File: config.mk
export PLATFORM = sky130hd
export DESIGN_NAME = uart_num_parser
export DESIGN_NICKNAME = d
export VERILOG_FILES = /design/src/rtl/uart_num_parser.sv
export SDC_FILE = /design/constraint.sdc
export NUM_CORES = 1
export LEC_CHECK = 0
export CAP_MARGIN = 10
export CELL_PAD_IN_SITES_DETAIL_PLACEMENT = 0
export CELL_PAD_IN_SITES_GLOBAL_PLACEMENT = 2
export CORE_MARGIN = 1.5
export CORE_UTILIZATION = 36
export CTS_CLUSTER_DIAMETER = 40
export DETAILED_ROUTE_END_ITERATION = 8
export GPL_ROUTABILITY_DRIVEN = 0
export GPL_TIMING_DRIVEN = 0
export PLACE_DENSITY_LB_ADDON = 0.1
export SLEW_MARGIN = 20
export SYNTH_ARGS = -nofsm -noshare
export SYNTH_HDL_FRONTEND = slang
export SYNTH_SLANG_ARGS = --single-unit
File: constraint.sdc
create_clock -name clk -period 4.7 [get_ports clk]
set_input_delay 1.41 -clock clk [delete_from_list [all_inputs] [get_ports clk]]
set_output_delay 1.41 -clock clk [all_outputs]
set_load 0.01 [all_outputs]
File: src/rtl/uart_num_parser.sv
// Turns the UART byte stream into signed decimal integers, one num_valid pulse per token.
// Malformed, over-long or out-of-range tokens give one num_err pulse; output pulses come one cycle after the byte.
module uart_num_parser #(
  parameter int DATA_W         = 8,
  parameter int MAX_DIGITS     = 3,
  parameter int TIMEOUT_CYCLES = 50_000_000
) (
  input  logic              clk,
  input  logic              rst_n,
  input  logic              clear,
  input  logic [7:0]        rx_data,
  input  logic              rx_done,
  output logic [DATA_W-1:0] num_data,
  output logic              num_valid,
  output logic              num_err
);

  localparam int ACC_W  = DATA_W + 1;
  localparam int WIDE_W = DATA_W + 5;
  localparam int CNT_W  = $clog2(MAX_DIGITS + 2);
  localparam int TMR_W  = $clog2(TIMEOUT_CYCLES + 1);

  localparam logic [WIDE_W-1:0] TEN     = WIDE_W'(10);
  localparam logic [WIDE_W-1:0] NEG_MAX = WIDE_W'(1) << (DATA_W - 1);
  localparam logic [WIDE_W-1:0] POS_MAX = NEG_MAX - WIDE_W'(1);
  localparam logic [TMR_W-1:0]  TMR_MAX = TMR_W'(TIMEOUT_CYCLES);
  localparam logic [CNT_W-1:0]  CNT_MAX = CNT_W'(MAX_DIGITS);

  typedef enum logic [1:0] {IDLE, SIGN, DIGITS, DISCARD} state_t;

  state_t            state, state_nxt;
  logic [ACC_W-1:0]  acc, acc_nxt;
  logic [CNT_W-1:0]  cnt, cnt_nxt;
  logic              neg, neg_nxt;
  logic [TMR_W-1:0]  timer, timer_nxt;
  logic [DATA_W-1:0] data_nxt;
  logic              valid_nxt, err_nxt;

  logic              is_digit, is_minus, is_delim, timeout, range_ok;
  logic [3:0]        digit;
  logic [WIDE_W-1:0] acc_mul;
  logic [ACC_W-1:0]  acc_signed;

  assign is_digit = (rx_data >= 8'h30) && (rx_data <= 8'h39);
  assign is_minus = (rx_data == 8'h2D);
  assign is_delim = (rx_data == 8'h20) || (rx_data == 8'h2C) || (rx_data == 8'h09) ||
                    (rx_data == 8'h0D) || (rx_data == 8'h0A);
  assign digit    = rx_data[3:0];

  // Computed wide so an out-of-range intermediate never wraps before the check.
  assign acc_mul    = {{(WIDE_W-ACC_W){1'b0}}, acc} * TEN + {{(WIDE_W-4){1'b0}}, digit};
  assign range_ok   = neg ? (acc_mul <= NEG_MAX) : (acc_mul <= POS_MAX);
  assign acc_signed = neg ? (~acc + ACC_W'(1)) : acc;
  assign timeout    = (state != IDLE) && (timer == TMR_MAX) && !rx_done;

  always_comb begin
    state_nxt = state;
    acc_nxt   = acc;
    cnt_nxt   = cnt;
    neg_nxt   = neg;
    data_nxt  = num_data;
    valid_nxt = 1'b0;
    err_nxt   = 1'b0;

    if (rx_done || state == IDLE) timer_nxt = '0;
    else if (timer != TMR_MAX)    timer_nxt = timer + TMR_W'(1);
    else                          timer_nxt = timer;

    case (state)
      IDLE: if (rx_done) begin
        if (is_digit) begin
          state_nxt = DIGITS;
          acc_nxt   = ACC_W'(digit);
          cnt_nxt   = CNT_W'(1);
          neg_nxt   = 1'b0;
        end else if (is_minus) begin
          state_nxt = SIGN;
          acc_nxt   = '0;
          cnt_nxt   = '0;
          neg_nxt   = 1'b1;
        end else if (!is_delim) begin
          err_nxt   = 1'b1;
          state_nxt = DISCARD;
        end
      end
      SIGN: begin
        if (rx_done) begin
          if (is_digit) begin
            state_nxt = DIGITS;
            acc_nxt   = ACC_W'(digit);
            cnt_nxt   = CNT_W'(1);
          end else begin
            err_nxt   = 1'b1;
            state_nxt = is_delim ? IDLE : DISCARD;
          end
        end else if (timeout) begin
          err_nxt   = 1'b1;
          state_nxt = IDLE;
        end
      end
      DIGITS: begin
        if (rx_done) begin
          if (is_digit) begin
            if (cnt == CNT_MAX || !range_ok) begin
              err_nxt   = 1'b1;
              state_nxt = DISCARD;
            end else begin
              acc_nxt = ACC_W'(acc_mul);
              cnt_nxt = cnt + CNT_W'(1);
            end
          end else if (is_delim) begin
            valid_nxt = 1'b1;
            data_nxt  = acc_signed[DATA_W-1:0];
            state_nxt = IDLE;
          end else begin
            err_nxt   = 1'b1;
            state_nxt = DISCARD;
          end
        end else if (timeout) begin
          valid_nxt = 1'b1;
          data_nxt  = acc_signed[DATA_W-1:0];
          state_nxt = IDLE;
        end
      end
      DISCARD: if ((rx_done && is_delim) || timeout) state_nxt = IDLE;
      default: state_nxt = IDLE;
    endcase
  end

  always_ff @(posedge clk) begin
    if (!rst_n) begin
      state     <= IDLE;
      acc       <= '0;
      cnt       <= '0;
      neg       <= 1'b0;
      timer     <= '0;
      num_data  <= '0;
      num_valid <= 1'b0;
      num_err   <= 1'b0;
    end else if (clear) begin
      // num_data intentionally keeps the last emitted value.
      state     <= IDLE;
      acc       <= '0;
      cnt       <= '0;
      neg       <= 1'b0;
      timer     <= '0;
      num_valid <= 1'b0;
      num_err   <= 1'b0;
    end else begin
      state     <= state_nxt;
      acc       <= acc_nxt;
      cnt       <= cnt_nxt;
      neg       <= neg_nxt;
      timer     <= timer_nxt;
      num_data  <= data_nxt;
      num_valid <= valid_nxt;
      num_err   <= err_nxt;
    end
  end

endmodule

-- Word-level counts from Yosys, hierarchy flattened
Cells that the tools add are included.
- bits in registers: 51
- input port bits: 12
- output and inout port bits: 10
- logic and storage cells: 123
- add/subtract/negate cells: 4
- multipliers: 1
- magnitude comparators: 4
- eq/ne operators: 24
- multiplexer cells: 53
- bitwise operators: 4
- reduce and logical (&&, ||, !) cells: 25
- operators by type and width (cell ; count):
    2-to-1 mux 9 bit ; 8
    2-to-1 mux 8 bit ; 5
    case mux 9 bit (3 select lines) ; 1
    adder 26 x 1 -> 26 bit (second input constant) ; 1
    equality test 26 bit (second input constant) ; 1
    != test 26 bit (second input constant) ; 1
    equality test 8 x 4 -> 1 bit (second input constant) ; 3
    equality test 8 x 6 -> 1 bit (second input constant) ; 3
    2-to-1 mux 2 bit ; 12
    2-to-1 mux 3 bit ; 8
    2-to-1 mux 1 bit ; 16
    != test 2 bit (second input constant) ; 8
    adder 13 x 4 -> 13 bit ; 1
    <= comparator 13 x 7 -> 1 bit (second input constant) ; 1
    <= comparator 13 x 8 -> 1 bit (second input constant) ; 1
    multiplier 9 x 3 -> 12 bit (second input constant) ; 1
    case mux 3 bit (3 select lines) ; 1
    adder 8 x 1 -> 8 bit (second input constant) ; 1
    greater-or-equal comparator 8 x 6 -> 1 bit (second input constant) ; 1
    <= comparator 8 x 6 -> 1 bit (second input constant) ; 1
    != test 4 bit (second input constant) ; 2
    NOT 8 bit ; 1
    case mux 2 bit (4 select lines) ; 1
    AND reduction 8 bit ; 1
    19 further kinds ; 35

-- Depth between registers and ports, before layout
Gate-level depths: netlist of run 1.
- word-level depth: 10
- depth in mapped cells: 13

-- Least setup slack after synthesis of run 1
Ideal clock, no wire load.
- path type: input to register
- start: input rx_data[1]
- end: register acc[0]
- data arrival time: 3728 ps
- setup slack: 850 ps
- stages on the path: 11
- buffers on the path: 1
- cells stage by stage: ha_1 fa_1 or4b_4 nor4b_2 o211ai_1 a2bb2oi_1 o2111a_2 nand3_2 o2bb2ai_2 buf_6 mux2i_1
- cells in the longest elaborated chain, start to end: 7
- ends and longest elaborated chain (element ; line ; source):
    start, declared ; 11 ; input logic [7:0] rx_data,
    adder 13 x 4 -> 13 bit ; 51 ; assign acc_mul = {{(WIDE_W-ACC_W){1'b0}}, acc} * TEN + {{(WIDE_W-4){1'b0}}, digit};
    <= comparator 13 x 7 -> 1 bit / <= comparator 13 x 8 -> 1 bit (equally long branches) ; 52 ; assign range_ok = neg ? (acc_mul <= NEG_MAX) : (acc_mul <= POS_MAX);
    2-to-1 mux 1 bit ; 52 ;
    logical NOT 1 bit ; 104 ; if (cnt == CNT_MAX || !range_ok) begin
    logical OR 1 bit ; 104 ;
    != test 2 bit (no line) ; - ;
    AND reduction 8 bit (no line) ; - ;
    end signal, assigned ; 151 ; acc <= acc_nxt;
    end, declared ; 32 ; logic [ACC_W-1:0] acc, acc_nxt;
Parallel ways exist; a longest one is shown, timed or not. The select of a mux whose other input is x is not followed.
A chain may end at the register's enable or synchronous reset.

-- Worst setup path in the final report of run 1
- start: input rx_data[1]
- end: register state[0]
- cells in the longest elaborated chain, start to end: 9
- ends and longest elaborated chain (element ; line ; source):
    branches (longest 9 deep; another with adder 13 x 4 -> 13 bit) ; - ;
    end signal, assigned ; 150 ; state <= state_nxt;
    end, declared ; 31 ; state_t state, state_nxt;
Several ways; the timed one is not identified. The select of a mux whose other input is x is not followed.

==> metrics, run 1 <==
DRC viols=0; drt pass-1 iters=4; Power Density=221.3 nW/um2; Final Hold Fails=0; Slew @ Worst Pin=0.6432 ns; Synth Warn #=0; Reg clk slew, reported paths=0.09 ns; CP Launch Type=input port; Vias per Instance=5.185; CTS max path bufs=2; sequential area share after synthesis=30.40%; Ports=22; Max FO, Critical Path=6; CTS root buffer=clkbuf_8; row cnt=35; worst hold path class=reg -> reg; Die Y=99.59 um; crit path DAT=4.53 ns; number of synthesized flops with an enable pin=0; Slew Viols, Final=0; CTS hold repair buffers=0; Place WS=0.06031 ns; area grow syn2layout=13.45%; wirelength, routed=7630 um; Min Hold Slack=0.4691 ns; Post-synth top flop=dfxtp_1; DR vias=2779; outcome=completed; CP Launch Point=rx_data[1]; Synth cell types=59; Final period util=91.86%; first-pass GRT wire length=13120 um; static leakage=1.588 nW; largest net degree at the start of global routing=17; Max Clock Freq=231.6 MHz; layout cells sized above 1=6.353%; Num CTS Buffers=5; Final setup viols=0; Syn Std Cell Area=3358 um2; Cells after Synth=397; setup TNS=0 ns; skew final=0.005961 ns; # diodes=0; Core Box Area=9153 um2; Yosys reg bits=51; GRT overflow=0; Hold Startpoint=cnt[2]$_SDFFE_PP0P_; gr usage total=16.34%; Initial Util=36.69%; Mapped Nets=438; clock tree from TritonCTS=built; hpwl dp=5893 um; Initial DRC Count=57; ys async rst share=0%; max_slew headroom=56.67%; DR WL/cell=14.24 um; fin nets=465; post_cts resized=0; # fillers=952; syn_area_per_cell=8.459 um2; Clock H-tree levels=2; Final min period=4.318 ns; Critical Path RT=4.91 ns; final worst slack=0.3825 ns; port bufs=20; crit end category=flip-flop; Skew-Pair Late Insertion Delay=0.30 ns; Final ANT Viol Nets=0; Die ar.=9917 um2; postcts setup bufs=0; TritonCTS Sinks=51; Die W=99.59 um; critical path start-end classification=in -> reg; maximum VDD drop=0.1131 mV; RR Startpoint=acc[1]$_SDFFE_PP0P_; number of max-cap violations=0; initial antenna violation count=0; vias in the first global route=2586; unrepaired setup endpoints after global routing=false
-- where the power goes --
part	total, W	internal, W	switching [W]
clock	0.000308	0.000159	0.000149
sequential	0.000438	0.000435	0.00000379
combinational	0.0000967	0.0000399	0.0000568
total	0.000843	0.000633	0.000210
-- registers in the layout (all words and copies together), names as in the netlist --
register	flops
state	2
neg	1
num_data	8
acc	9
timer	26
num_valid	1
num_err	1
cnt	3
-- layout by cell type (no fill, tap or decap), drive strengths merged, types with 7 or more instances in the layout --
master         synthesis  final
o21ai                 13     13
and3                  12     12
nor3                   9      9
ha                    27     27
nand2                 50     50
mux2i                 14     14
a21oi                 12     12
clkbuf                11     16
nor2b                  7      7
xnor2                  9      9
nor2                  35     35
o211a                  7      7
nand3                 20     20
dfxtp                 51     51
clkdlybuf4s50          0     20
nand4                  8      8
xor2                  27     27
inv                   18     18
-- cell type report --
type | count | area (um2) | share of cell area, %
buffer | 15 | 73.82 | 1.938
clock buffer | 5 | 68.82 | 1.806
clock inverter | 3 | 43.79 | 1.149
inverter | 18 | 67.56 | 1.773
multi-input combinational | 313 | 2196 | 57.64
sequential | 51 | 1021 | 26.80
tap | 111 | 138.9 | 3.645
timing repair buffer | 20 | 200.2 | 5.255
-- kinds of logic after synthesis --
family / count (synthesis) / synth area share, %
adder cells (fa/ha/maj): 29 / 11.25
AO/OA/AOI/OAI: 64 / 14.05
XOR/XNOR: 36 / 9.389
flip-flops: 51 / 30.40
buffers and inverters: 33 / 4.210
multiplexers: 14 / 4.284
AND/OR/NAND/NOR: 170 / 26.42
-- metrics by stage --
stage	util (%)	cell area, um2	total power, W	std cells
global route	41.63	3810	0.0008861	536
detailed placement	40.40	3697	0.0005462	528
CTS	41.63	3810	0.0008588	536
finish	41.63	3810	0.0008431	536
global placement	40.40	3697	0.0005457	528
floorplan	-	3358	0.0005141	397
-- Yosys cell counts, types with 2 or more instances --
cell type	count	area (um2)
nand3_1	19	95.09
nand2_1	50	187.7
xor2_1	27	236.5
nor4b_1	2	17.52
nor4_1	2	12.51
or2_2	3	18.77
nor2_1	35	131.4
o21ai_0	12	60.06
nand2b_1	2	12.51
xnor2_1	9	78.83
inv_1	17	63.81
buf_6	2	22.52
a22o_1	4	35.03
o211ai_1	4	30.03
mux2i_1	13	130.1
dfxtp_1	51	1021
o31ai_1	3	22.52
and4_1	3	26.28
clkbuf_1	10	37.54
nand4_1	8	50.05
a221oi_1	2	17.52
or3_1	3	18.77
and2_1	3	18.77
a21oi_1	12	60.06
nor3_1	8	40.04
nor2b_1	7	43.79
ha_1	27	337.8
and3_1	12	75.07
and3b_1	2	17.52
nand3b_1	2	15.01
a22oi_1	2	15.01
o31a_1	2	17.52
a211oi_1	2	15.01
a31oi_1	3	18.77
a21o_1	3	22.52
o211a_1	7	70.07
fa_1	2	40.04
-- metal layers --
layer  part of all wire (%)  track usage (%)
met5                      0                0
met4                   0.96            3.900
met3                    2.9            2.319
met2                     45            26.13
met1                     51            23.26
-- final timing paths --
check | depth (start not counted) | slack (ns) | to
worst max-delay path | 11 | 0.38 | state[0]$_SDFFE_PP0P_
worst min-delay path | 2 | 0.47 | cnt[2]$_SDFFE_PP0P_
worst max register to register | 11 | 1.23 | state[0]$_SDFFE_PP0P_
worst min register to register | 2 | 0.47 | cnt[2]$_SDFFE_PP0P_
-- critical path: stages --
cell             delay (ns)
clkdlybuf4s50_1        0.58
ha_1                   0.23
fa_1                   0.44
or4b_4                 0.51
nor4b_2                0.22
o211ai_1               0.13
a2bb2oi_1              0.17
o2111a_2               0.26
nand3b_1               0.17
and2_1                 0.21
o311ai_2               0.20
No activity file was read; power rests on OpenSTA's default activity.
==> run 2, diff against run 1 <==
- CORE_MARGIN: 1.5 -> 10
- PLACE_DENSITY_LB_ADDON: 0.1 -> 0.2
==> run 2 against run 1 <==
  * Clock power is 19% lower
  * Final area is 0.72% lower
  * Sequential power hardly changed
  * Clock skew is 0.0050 ns higher
  * Power is 7.0% lower
  * Largest cell class unchanged
==> metrics, run 2 (synthesized netlist as in run 1, its figures left out) <==
outcome=completed; max reg flops=26; Die W=116.6 um; maximum VDD drop=0.1426 mV; largest net degree at the start of global routing=16; Vias per Instance=5.235; Place WS=0.06378 ns; Top reg by flops=timer; post_cts resized=0; Final setup viols=0; Power Density=207.3 nW/um2; setup TNS=0 ns; Max FO, Critical Path=10; Reg clk slew, reported paths=0.09 ns; Num CTS Buffers=5; Final ANT Viol Nets=0; static leakage=1.571 nW; critical path start-end classification=in -> reg; skew final=0.01096 ns; Initial DRC Count=138; Slew Viols, Final=0; drt pass-1 iters=4; hpwl dp=6050 um; worst hold path class=reg -> reg; area grow syn2layout=12.63%; # fillers=950; TritonCTS Sinks=51; most frequent cells in the layout=51 x dfxtp_1, 50 x nand2_1, 35 x nor2_1; initial antenna violation count=0; Register Area=1021 um2; Max Clock Freq=232.5 MHz; Critical Path RT=4.89 ns; Slew @ Worst Pin=0.6109 ns; vias in the first global route=2645; crit path DAT=4.49 ns; Clock H-tree levels=2; crit end category=flip-flop; # diodes=0; first-pass GRT wire length=13120 um; Die ar.=13590 um2; multi-input logic area=2196 um2; GRT overflow=0; CP Launch Type=input port; Top Registers=timer x26, acc x9, num_data x8; DR WL/cell=14.47 um; clock tree from TritonCTS=built; Core Box Area=9153 um2; final worst slack=0.3998 ns; Final period util=91.49%; CTS root buffer=clkbuf_8; Ports=22; Initial Util=36.69%; port bufs=20; wirelength, routed=7758 um; Final Hold Fails=0; max_slew headroom=59.05%; gr usage total=11.92%; number of max-cap violations=0; layout cells sized above 1=6.118%; postcts setup bufs=0; row cnt=35; CTS max path bufs=2; fin nets=465; Die Y=116.6 um; DRC viols=0; Skew-Pair Late Insertion Delay=0.30 ns; Final min period=4.300 ns; unrepaired setup endpoints after global routing=false; DR vias=2806; commonest non-fill, non-tap cell in the layout=dfxtp_1; CTS hold repair buffers=0
==> run 2: changes by cell type in the layout (fill, tap and decap cells not counted), sizes merged <==
| cell | before | now |
|---|---|---|
| bufinv | 1 | 0 |
| clkbuf | 16 | 17 |
| clkinv | 2 | 1 |
| clkinvlp | 0 | 1 |
==> run 2: final cells by class <==
cell class	count	area share, %
Clock inverter	2	0.3308
Buffer	15	1.952
Inverter	18	1.786
Sequential cell	51	26.99
Clock buffer	6	1.919
Multi-Input combinational cell	313	58.05
Tap cell	111	3.672
Timing Repair Buffer	20	5.293
==> run 2: metrics by stage <==
step	utilization [%]	hold WS [ns]	cell area, um2	instances	power [W]
after floorplan	-	0.4380	3358	397	0.0005141
final	41.33	0.4667	3782	536	0.0007840
after global placement	40.40	0.4438	3697	528	0.0005457
after detailed placement	40.40	0.4632	3697	528	0.0005456
after CTS	41.33	0.4750	3782	536	0.0007983
after global routing	41.33	0.4934	3782	536	0.0008235
==> run 2: metal layers <==
layer	routed length (um)	share of wire, %	track usage (%)	vias up
met5	0	0	0	-
met4	70	0.90	2.965	0
met3	156	2.0	2.003	6
met2	3603	46	19.72	25
met1	3928	51	15.74	1324
li1	-	-	-	1451
==> run 2: critical path, cell delays in order <==
cell and delay [ns]:
clkdlybuf4s50_1 0.50, ha_1 0.27, fa_1 0.45, or4b_4 0.50, nor4b_2 0.23, o211ai_1 0.14
a2bb2oi_1 0.18, o2111a_2 0.25, nand3_2 0.08, o2bb2ai_2 0.17, buf_6 0.18, mux2i_1 0.13
==> run 2: worst paths after layout <==
| kind | startpoint | to | slack [ns] | cells after the start |
|---|---|---|---|---|
| setup / recovery | rx_data[1] | acc[6]$_SDFFE_PP0P_ | 0.40 | 12 |
| hold / removal | cnt[2]$_SDFFE_PP0P_ | cnt[2]$_SDFFE_PP0P_ | 0.47 | 2 |
| setup reg to reg | acc[1]$_SDFFE_PP0P_ | acc[6]$_SDFFE_PP0P_ | 1.20 | 12 |
| hold reg to reg | cnt[2]$_SDFFE_PP0P_ | cnt[2]$_SDFFE_PP0P_ | 0.47 | 2 |
==> run 2: power by group <==
group	internal, W	switching [W]	total, W	leakage, nW
logic	0.0000400	0.0000561	0.0000961	1.12
clock network	0.000104	0.000145	0.000250	0.0412
registers	0.000435	0.00000376	0.000438	0.411
